### src/rtl/imm_gen_stage_if.sv
// imm_gen_stage_if
// Bundles the upstream (fetch side) and downstream (execute side) handshakes
// of the immediate-generation stage.
//   in_valid / in_ready   : upstream handshake, one instruction per transfer
//   in_instr / in_pc      : 32-bit instruction word and its XLEN-bit address
//   out_valid / out_ready : downstream handshake
//   out_imm / out_fmt / out_target / out_illegal : decoded result
// Modports:
//   slave  : the stage itself (consumes in_*, produces out_*)
//   master : the environment around the stage (produces in_*, consumes out_*)
interface imm_gen_stage_if #(
  parameter int XLEN = 32
);
  logic            in_valid;
  logic            in_ready;
  logic [31:0]     in_instr;
  logic [XLEN-1:0] in_pc;
  logic            out_valid;
  logic            out_ready;
  logic [XLEN-1:0] out_imm;
  logic [2:0]      out_fmt;
  logic [XLEN-1:0] out_target;
  logic            out_illegal;

  modport slave (
    input  in_valid, in_instr, in_pc, out_ready,
    output in_ready, out_valid, out_imm, out_fmt, out_target, out_illegal
  );

  modport master (
    output in_valid, in_instr, in_pc, out_ready,
    input  in_ready, out_valid, out_imm, out_fmt, out_target, out_illegal
  );
endinterface

### src/rtl/imm_gen_stage.sv
// imm_gen_stage
// Registered, handshaked immediate generator for the RV32I decode path.
// Each accepted instruction is decoded combinationally into a sign-extended
// immediate, a format code, a PC-relative target and an illegal flag, then
// held in a two-entry skid buffer (main + skid) so that in_ready is a pure
// register and never depends combinationally on out_ready.
// Ports:
//   clk    : clock
//   rst_n  : asynchronous, active-low reset (clears valid state only)
//   flush  : synchronous discard of every buffered entry
//   bus    : imm_gen_stage_if.slave carrying both handshakes and data
// Parameter:
//   XLEN   : 32 or 64, width of pc / imm / target
// Optional feature (compile-time macro IMM_GEN_ZICSR_EN):
//   when defined, SYSTEM opcodes with funct3[2]=1 decode as CSR-immediate
//   (fmt 6) with imm = zero-extended rs1 field; otherwise they are I-type.
module imm_gen_stage #(
  parameter int XLEN = 32
) (
  input logic            clk,
  input logic            rst_n,
  input logic            flush,
  imm_gen_stage_if.slave bus
);

  localparam logic [2:0] FMT_R   = 3'd0;
  localparam logic [2:0] FMT_I   = 3'd1;
  localparam logic [2:0] FMT_S   = 3'd2;
  localparam logic [2:0] FMT_B   = 3'd3;
  localparam logic [2:0] FMT_U   = 3'd4;
  localparam logic [2:0] FMT_J   = 3'd5;
  localparam logic [2:0] FMT_CSR = 3'd6;
  localparam logic [2:0] FMT_X   = 3'd7;

  typedef struct packed {
    logic [XLEN-1:0] imm;
    logic [2:0]      fmt;
    logic [XLEN-1:0] target;
    logic            illegal;
  } entry_t;

  typedef enum logic [1:0] {
    EMPTY = 2'd0,
    ONE   = 2'd1,
    FULL  = 2'd2
  } state_t;

  state_t          state;
  logic            in_ready_q;
  entry_t          main_q;
  entry_t          skid_q;
  entry_t          dec;

  logic [31:0]     instr;
  logic [31:0]     imm32;
  logic [XLEN-1:0] imm;
  logic [2:0]      fmt;
  logic            illegal;
  logic            pcrel;
  logic            zimm;

  logic            main_valid;
  logic            accept;
  logic            pop;

  assign instr      = bus.in_instr;
  assign main_valid = (state != EMPTY);
  assign accept     = bus.in_valid & in_ready_q;
  assign pop        = main_valid & bus.out_ready;

  // Opcode decode. Every recognised opcode ends in 2'b11, so a non-32-bit
  // encoding (instr[1:0] != 2'b11) naturally falls into the default arm.
  always_comb begin
    imm32   = '0;
    fmt     = FMT_X;
    illegal = 1'b1;
    pcrel   = 1'b0;
    zimm    = 1'b0;
    case (instr[6:0])
      7'b0110011: begin
        fmt     = FMT_R;
        illegal = 1'b0;
      end
      7'b0000011, 7'b0010011, 7'b1100111, 7'b0001111: begin
        fmt     = FMT_I;
        illegal = 1'b0;
        imm32   = {{20{instr[31]}}, instr[31:20]};
      end
      7'b1110011: begin
        fmt     = FMT_I;
        illegal = 1'b0;
        imm32   = {{20{instr[31]}}, instr[31:20]};
`ifdef IMM_GEN_ZICSR_EN
        if (instr[14]) begin
          fmt  = FMT_CSR;
          zimm = 1'b1;
        end
`endif
      end
      7'b0100011: begin
        fmt     = FMT_S;
        illegal = 1'b0;
        imm32   = {{20{instr[31]}}, instr[31:25], instr[11:7]};
      end
      7'b1100011: begin
        fmt     = FMT_B;
        illegal = 1'b0;
        pcrel   = 1'b1;
        imm32   = {{20{instr[31]}}, instr[7], instr[30:25], instr[11:8], 1'b0};
      end
      7'b0110111: begin
        fmt     = FMT_U;
        illegal = 1'b0;
        imm32   = {instr[31:12], 12'b0};
      end
      7'b0010111: begin
        fmt     = FMT_U;
        illegal = 1'b0;
        pcrel   = 1'b1;
        imm32   = {instr[31:12], 12'b0};
      end
      7'b1101111: begin
        fmt     = FMT_J;
        illegal = 1'b0;
        pcrel   = 1'b1;
        imm32   = {{12{instr[31]}}, instr[19:12], instr[20], instr[30:21], 1'b0};
      end
      default: ;
    endcase
  end

  // Widen to XLEN: signed cast sign-extends for XLEN=64, no-op for 32.
  // JALR is deliberately not PC-relative here since rs1 is unavailable.
  assign imm = zimm ? XLEN'(instr[19:15]) : XLEN'(signed'(imm32));
  assign dec = '{
    imm:     imm,
    fmt:     fmt,
    target:  bus.in_pc + (pcrel ? imm : XLEN'(4)),
    illegal: illegal
  };

  // Buffer occupancy. in_ready is registered and equals "skid not valid",
  // so it only drops when entering FULL and rises when leaving it.
  always_ff @(posedge clk or negedge rst_n) begin
    if (!rst_n) begin
      state      <= EMPTY;
      in_ready_q <= 1'b1;
    end else if (flush) begin
      state      <= EMPTY;
      in_ready_q <= 1'b1;
    end else begin
      case (state)
        EMPTY: begin
          if (accept) state <= ONE;
        end
        ONE: begin
          if (accept && !pop) begin
            state      <= FULL;
            in_ready_q <= 1'b0;
          end else if (!accept && pop) begin
            state <= EMPTY;
          end
        end
        FULL: begin
          if (pop) begin
            state      <= ONE;
            in_ready_q <= 1'b1;
          end
        end
        default: begin
          state      <= EMPTY;
          in_ready_q <= 1'b1;
        end
      endcase
    end
  end

  // Payload registers carry no reset; their contents only matter while the
  // matching valid state says so. A flush cycle may still load them, which
  // is harmless because the state returns to EMPTY.
  always_ff @(posedge clk) begin
    case (state)
      EMPTY: begin
        if (accept) main_q <= dec;
      end
      ONE: begin
        if (accept) begin
          if (pop) main_q <= dec;
          else     skid_q <= dec;
        end
      end
      FULL: begin
        if (pop) main_q <= skid_q;
      end
      default: ;
    endcase
  end

  // Outputs are gated to zero whenever no result is presented.
  assign bus.in_ready    = in_ready_q;
  assign bus.out_valid   = main_valid;
  assign bus.out_imm     = main_valid ? main_q.imm     : '0;
  assign bus.out_fmt     = main_valid ? main_q.fmt     : 3'd0;
  assign bus.out_target  = main_valid ? main_q.target  : '0;
  assign bus.out_illegal = main_valid ? main_q.illegal : 1'b0;

endmodule

### src/flat_wrapper.sv
// flat-port wrapper written by rule: the top's interface ports become plain ports
module imm_gen_stage_flat 
#(
  parameter int XLEN = 32
)
  (clk, rst_n, flush, bus_in_valid, bus_in_instr, bus_in_pc, bus_out_ready, bus_in_ready, bus_out_valid, bus_out_imm, bus_out_fmt, bus_out_target, bus_out_illegal);
  imm_gen_stage_if #(.XLEN(XLEN)) bus_i ();
  input logic clk;
  input logic rst_n;
  input logic flush;
  input wire logic [$bits(bus_i.in_valid)-1:0] bus_in_valid;
  input wire logic [$bits(bus_i.in_instr)-1:0] bus_in_instr;
  input wire logic [$bits(bus_i.in_pc)-1:0] bus_in_pc;
  input wire logic [$bits(bus_i.out_ready)-1:0] bus_out_ready;
  output wire logic [$bits(bus_i.in_ready)-1:0] bus_in_ready;
  output wire logic [$bits(bus_i.out_valid)-1:0] bus_out_valid;
  output wire logic [$bits(bus_i.out_imm)-1:0] bus_out_imm;
  output wire logic [$bits(bus_i.out_fmt)-1:0] bus_out_fmt;
  output wire logic [$bits(bus_i.out_target)-1:0] bus_out_target;
  output wire logic [$bits(bus_i.out_illegal)-1:0] bus_out_illegal;
  assign bus_i.in_valid = bus_in_valid;
  assign bus_i.in_instr = bus_in_instr;
  assign bus_i.in_pc = bus_in_pc;
  assign bus_i.out_ready = bus_out_ready;
  assign bus_in_ready = bus_i.in_ready;
  assign bus_out_valid = bus_i.out_valid;
  assign bus_out_imm = bus_i.out_imm;
  assign bus_out_fmt = bus_i.out_fmt;
  assign bus_out_target = bus_i.out_target;
  assign bus_out_illegal = bus_i.out_illegal;
  imm_gen_stage #(.XLEN(XLEN)) u_core (.clk(clk), .rst_n(rst_n), .flush(flush), .bus(bus_i));
endmodule
### config.mk
export PLATFORM = sky130hd
export DESIGN_NAME = imm_gen_stage_flat
export DESIGN_NICKNAME = d
export VERILOG_FILES = /design/src/rtl/imm_gen_stage_if.sv /design/src/rtl/imm_gen_stage.sv /design/src/flat_wrapper.sv
export SDC_FILE = /design/constraint.sdc
export NUM_CORES = 1
export LEC_CHECK = 0
export ABC_AREA = 1
export CORE_ASPECT_RATIO = 1.75
export CORE_UTILIZATION = 54
export CTS_CLUSTER_SIZE = 40
export DETAILED_ROUTE_END_ITERATION = 7
export GPL_TIMING_DRIVEN = 0
export PLACE_DENSITY = 0.89
export SYNTH_ARGS = -nofsm -noshare
export SYNTH_HDL_FRONTEND = slang
export SYNTH_SLANG_ARGS = --single-unit
### constraint.sdc
create_clock -name clk -period 9.35 [get_ports clk]
set_input_delay 1.4025 -clock clk [delete_from_list [all_inputs] [get_ports clk]]
set_output_delay 1.4025 -clock clk [all_outputs]
set_load 0.05 [all_outputs]
==> metrics.csv <==
stage,metric,value,unit
outcome,status,finished clean,
route,vias,7905,
worst_setup_path,crit_family,simple AND/OR/NAND/NOR gates,
clocking,cts_resized,0,
sta,finalWorstSetupSlack,4.47,ns
sta,finalClockSkew,0.0116,ns
placed_design,portBuffers,138,
floorplan,fp-row-count,60,
floorplan,dieWidth,96.8,um
floorplan,pin_count,139,
logic_synthesis,muxShareOfSynthArea,0,%
sta,hold_viol_final,0,
logic_synthesis,syn_nets,1168,
power_and_ir_drop,p_per_area,263,nW/um^2
global_routing,grt_pass1_wl,39700,um
logic_synthesis,synth_area_leaders,"edfxtp_1 (48%), nand2_1 (14%), inv_1 (7.3%), nor2_1 (6.8%), ha_1 (4.7%)",
sta,slew_violations,0,
sta,rsz0062_at_grt,false,
route,drt-total-wl,25400,um
clocking,ctsHoldBuffers,0,
floorplan,die_area,16200,um^2
route,detail-route-antenna-nets,0,
sta,tightest_slew,0.921,ns
global_routing,grt_pass1_vias,8058,
logic_synthesis,yosys.area.top_type,edfxtp_1,
floorplan,die_y,168,um
worst_setup_path,critPathBufInv,5,
worst_setup_path,cp.arrival,5.06,ns
logic_synthesis,synth_simple_gate_area_share,27.4,%
cells_and_area,final_util,70.3,%
placed_design,dp_hpwl,19200,um
route,drc,0,
clocking,clock_latency,0.42,ns
global_routing,grt_max_degree,32,
sta,max_slew_margin,38.5,%
clocking,clockBufferDepth,2,
floorplan,coreArea,15400,um^2
logic_synthesis,synth_compound_area_share,8.10,%
placed_design,pre_cts_ws,4.17,ns
cells_and_area,instances_no_fill,1432,
logic_synthesis,yosysMostFrequentCell,nand2_1,
global_routing,grt_overflow,0,
hold_path,min_path_type,flop to flop,
worst_setup_path,cpMostUsedCell,nand2_1,
floorplan,start_util,55.1,%
logic_synthesis,synth-edff-count,136,
logic_synthesis,async_flop_share,2.16,%
cells_and_area,fin_nets,1335,
logic_synthesis,synth_xor_area_share,1.45,%
run,cap_violations,0,
sta,fin_crit_sh,52.2,%
cells_and_area,antenna_cells,0,
placed_design,place_area,10200,um^2
worst_setup_path,path_cells,clkdlybuf4s50_1 -> inv_2 -> nand2_1 -> nor2_2 -> nand2_2 -> inv_1 -> nor2_1 -> inv_2 -> a21oi_1 -> nor2_1 -> ha_1 -> nand2_1 -> nor2_1 -> inv_1 -> nor2_1 -> nand2_1 -> nand2_1 -> nand2_1 -> nand2_1 -> nand3_1 -> nand3_1 -> nand2_1,
sta,fin_crit,4.88,ns
clocking,cts_tree,built,
logic_synthesis,syn_area,8480,um^2
logic_synthesis,synth-seq-cells,139,
sta,setup_viol,0,
clocking,cts-root-buf,clkbuf_16,
power_and_ir_drop,total_leakage_power,5.09,nW
logic_synthesis,ys_types,45,
worst_setup_path,required,9.53,ns
placed_design,gp_congestion,0.919,
route,wl_per_cell,17.7,um
sta,fin_tns_setup,0,ns
logic_synthesis,syn_inst,1066,
clocking,h-tree-depth,4,
clocking,clk_pin_slew_worst_paths,0.07,ns
cells_and_area,drive_gt1_share,5.94,%
sta,max_clock_freq,205,MHz
worst_setup_path,cp_slowest_cell,clkdlybuf4s50_1,
route,via_per_inst,5.52,
global_routing,grtUsageTotal,32.0,%
logic_synthesis,synth_top_family_by_area,simple AND/OR/NAND/NOR gates,
logic_synthesis,ys_warn_count,0,
logic_synthesis,yosys.area_share.adder,4.96,%
route,drt_pre_antenna_iters,6,
logic_synthesis,synth_flop_cell,edfxtp_1,
clocking,clock-sinks,139,
worst_setup_path,startpoint_type,primary input,
worst_setup_path,crit_fanout,8,
clocking,post-cts-setup-buffers,0,
worst_setup_path,worst-setup-path-type,primary input to flop,
worst_setup_path,max_stage_delay,0.63,ns
clocking,numCtsBuffers,17,
global_routing,antenna_found_initial,0,
cells_and_area,final_design_area_no_fill,10800,um^2
placed_design,dp.cells,1400,
logic_synthesis,yosys-top-cells-count,"nand2_1 (313), inv_1 (166), nor2_1 (154)",
cells_and_area,synthToLayoutAreaGrowth,27.5,%
logic_synthesis,yosys.area.top_type_share,48.1,%
power_and_ir_drop,ir_drop,0.157,mV
logic_synthesis,postSynthAreaPerCell,7.96,um^2
worst_setup_path,cp-end-kind,flop,
logic_synthesis,ys_seq_area_share,49.0,%
route,drt_iter0_drc,658,
-- area by class of cell --
type	count	area, um^2
Clock inverter	14	159
Tap cell	186	233
Clock buffer	18	439
Inverter	172	646
Timing Repair Buffer	148	1490
Sequential cell	139	4160
Multi-Input combinational cell	728	3580
Fill cell	1123	4570
Buffer	27	118
-- power by group --
group	switching, mW	internal (mW)	total (mW)
clock network	0.284	0.406	0.689
logic	0.886	0.365	1.25
registers	0.0367	0.865	0.902
total	1.21	1.64	2.84
-- state kept, by name (all words and copies together) (netlist names) --
register / cells
u_core.bus.in_ready: 1
u_core.state: 2
u_core.skid_q: 68
u_core.main_q: 68
-- final timing paths --
path,from,cells after the start,slack (ns),to
setup / recovery,bus_in_instr[4],22,4.47,u_core.main_q[32]
hold / removal,u_core.bus.in_ready,2,0.51,u_core.bus.in_ready
setup reg to reg,u_core.state[1],6,6.83,u_core.main_q[31]
hold reg to reg,u_core.bus.in_ready,2,0.51,u_core.bus.in_ready
max in group asynchronous,rst_n,1,7.98,u_core.bus.in_ready
min in group asynchronous,rst_n,1,1.15,u_core.state[0]
-- worst register-to-register path, cell delays in order, from the launching register on --
cell and delay, ns:
dfrtp_1 0.42, inv_2 0.05, nor2_1 0.27, buf_2 0.33, a21oi_1 0.11, a21oi_4 0.72, buf_12 0.29
-- routing by layer --
metal | GRT usage, % | up-vias | wire, um
met5 | 0 | - | 0
met3 | 5.52 | 130 | 1570
met2 | 58.8 | 413 | 13500
met1 | 31.5 | 3588 | 8350
li1 | - | 3774 | -
met4 | 24.4 | 0 | 1970
-- per-stage QoR --
stage	power [mW]	hold slack, ns
floorplan	1.72	0.494
global placement	2.14	0.486
detailed placement	2.16	0.499
CTS	2.85	0.510
global route	2.95	0.545
finish	2.84	0.510
-- cell usage in the layout (no fill, tap or decap), drive strengths merged --
cell type / count
a21oi: 55
a22o: 4
clkinv: 6
o21ai: 35
o22ai: 2
xor2: 12
o21bai: 4
nand3b: 6
clkbuf: 34
nor4: 3
conb: 1
a31oi: 13
fa: 1
o21a: 1
nand2: 318
nor3: 6
edfxtp: 136
a21o: 4
nor2: 159
and2: 15
nand4: 8
dfstp: 1
ha: 32
xnor2: 2
or2: 2
o31ai: 1
clkinvlp: 1
clkdlybuf4s50: 138
nand3: 42
dfrtp: 2
o221ai: 1
o311ai: 1
inv: 177
buf: 21
bufinv: 2
-- logic make-up after synthesis --
family | count (synthesis)
xor+xnor | 14
buf+inv | 199
fa+ha+maj | 33
flops | 139
simple gates | 559
other cells | 1
compound gates | 121
Note: power is estimated with default switching activity, not from simulation.
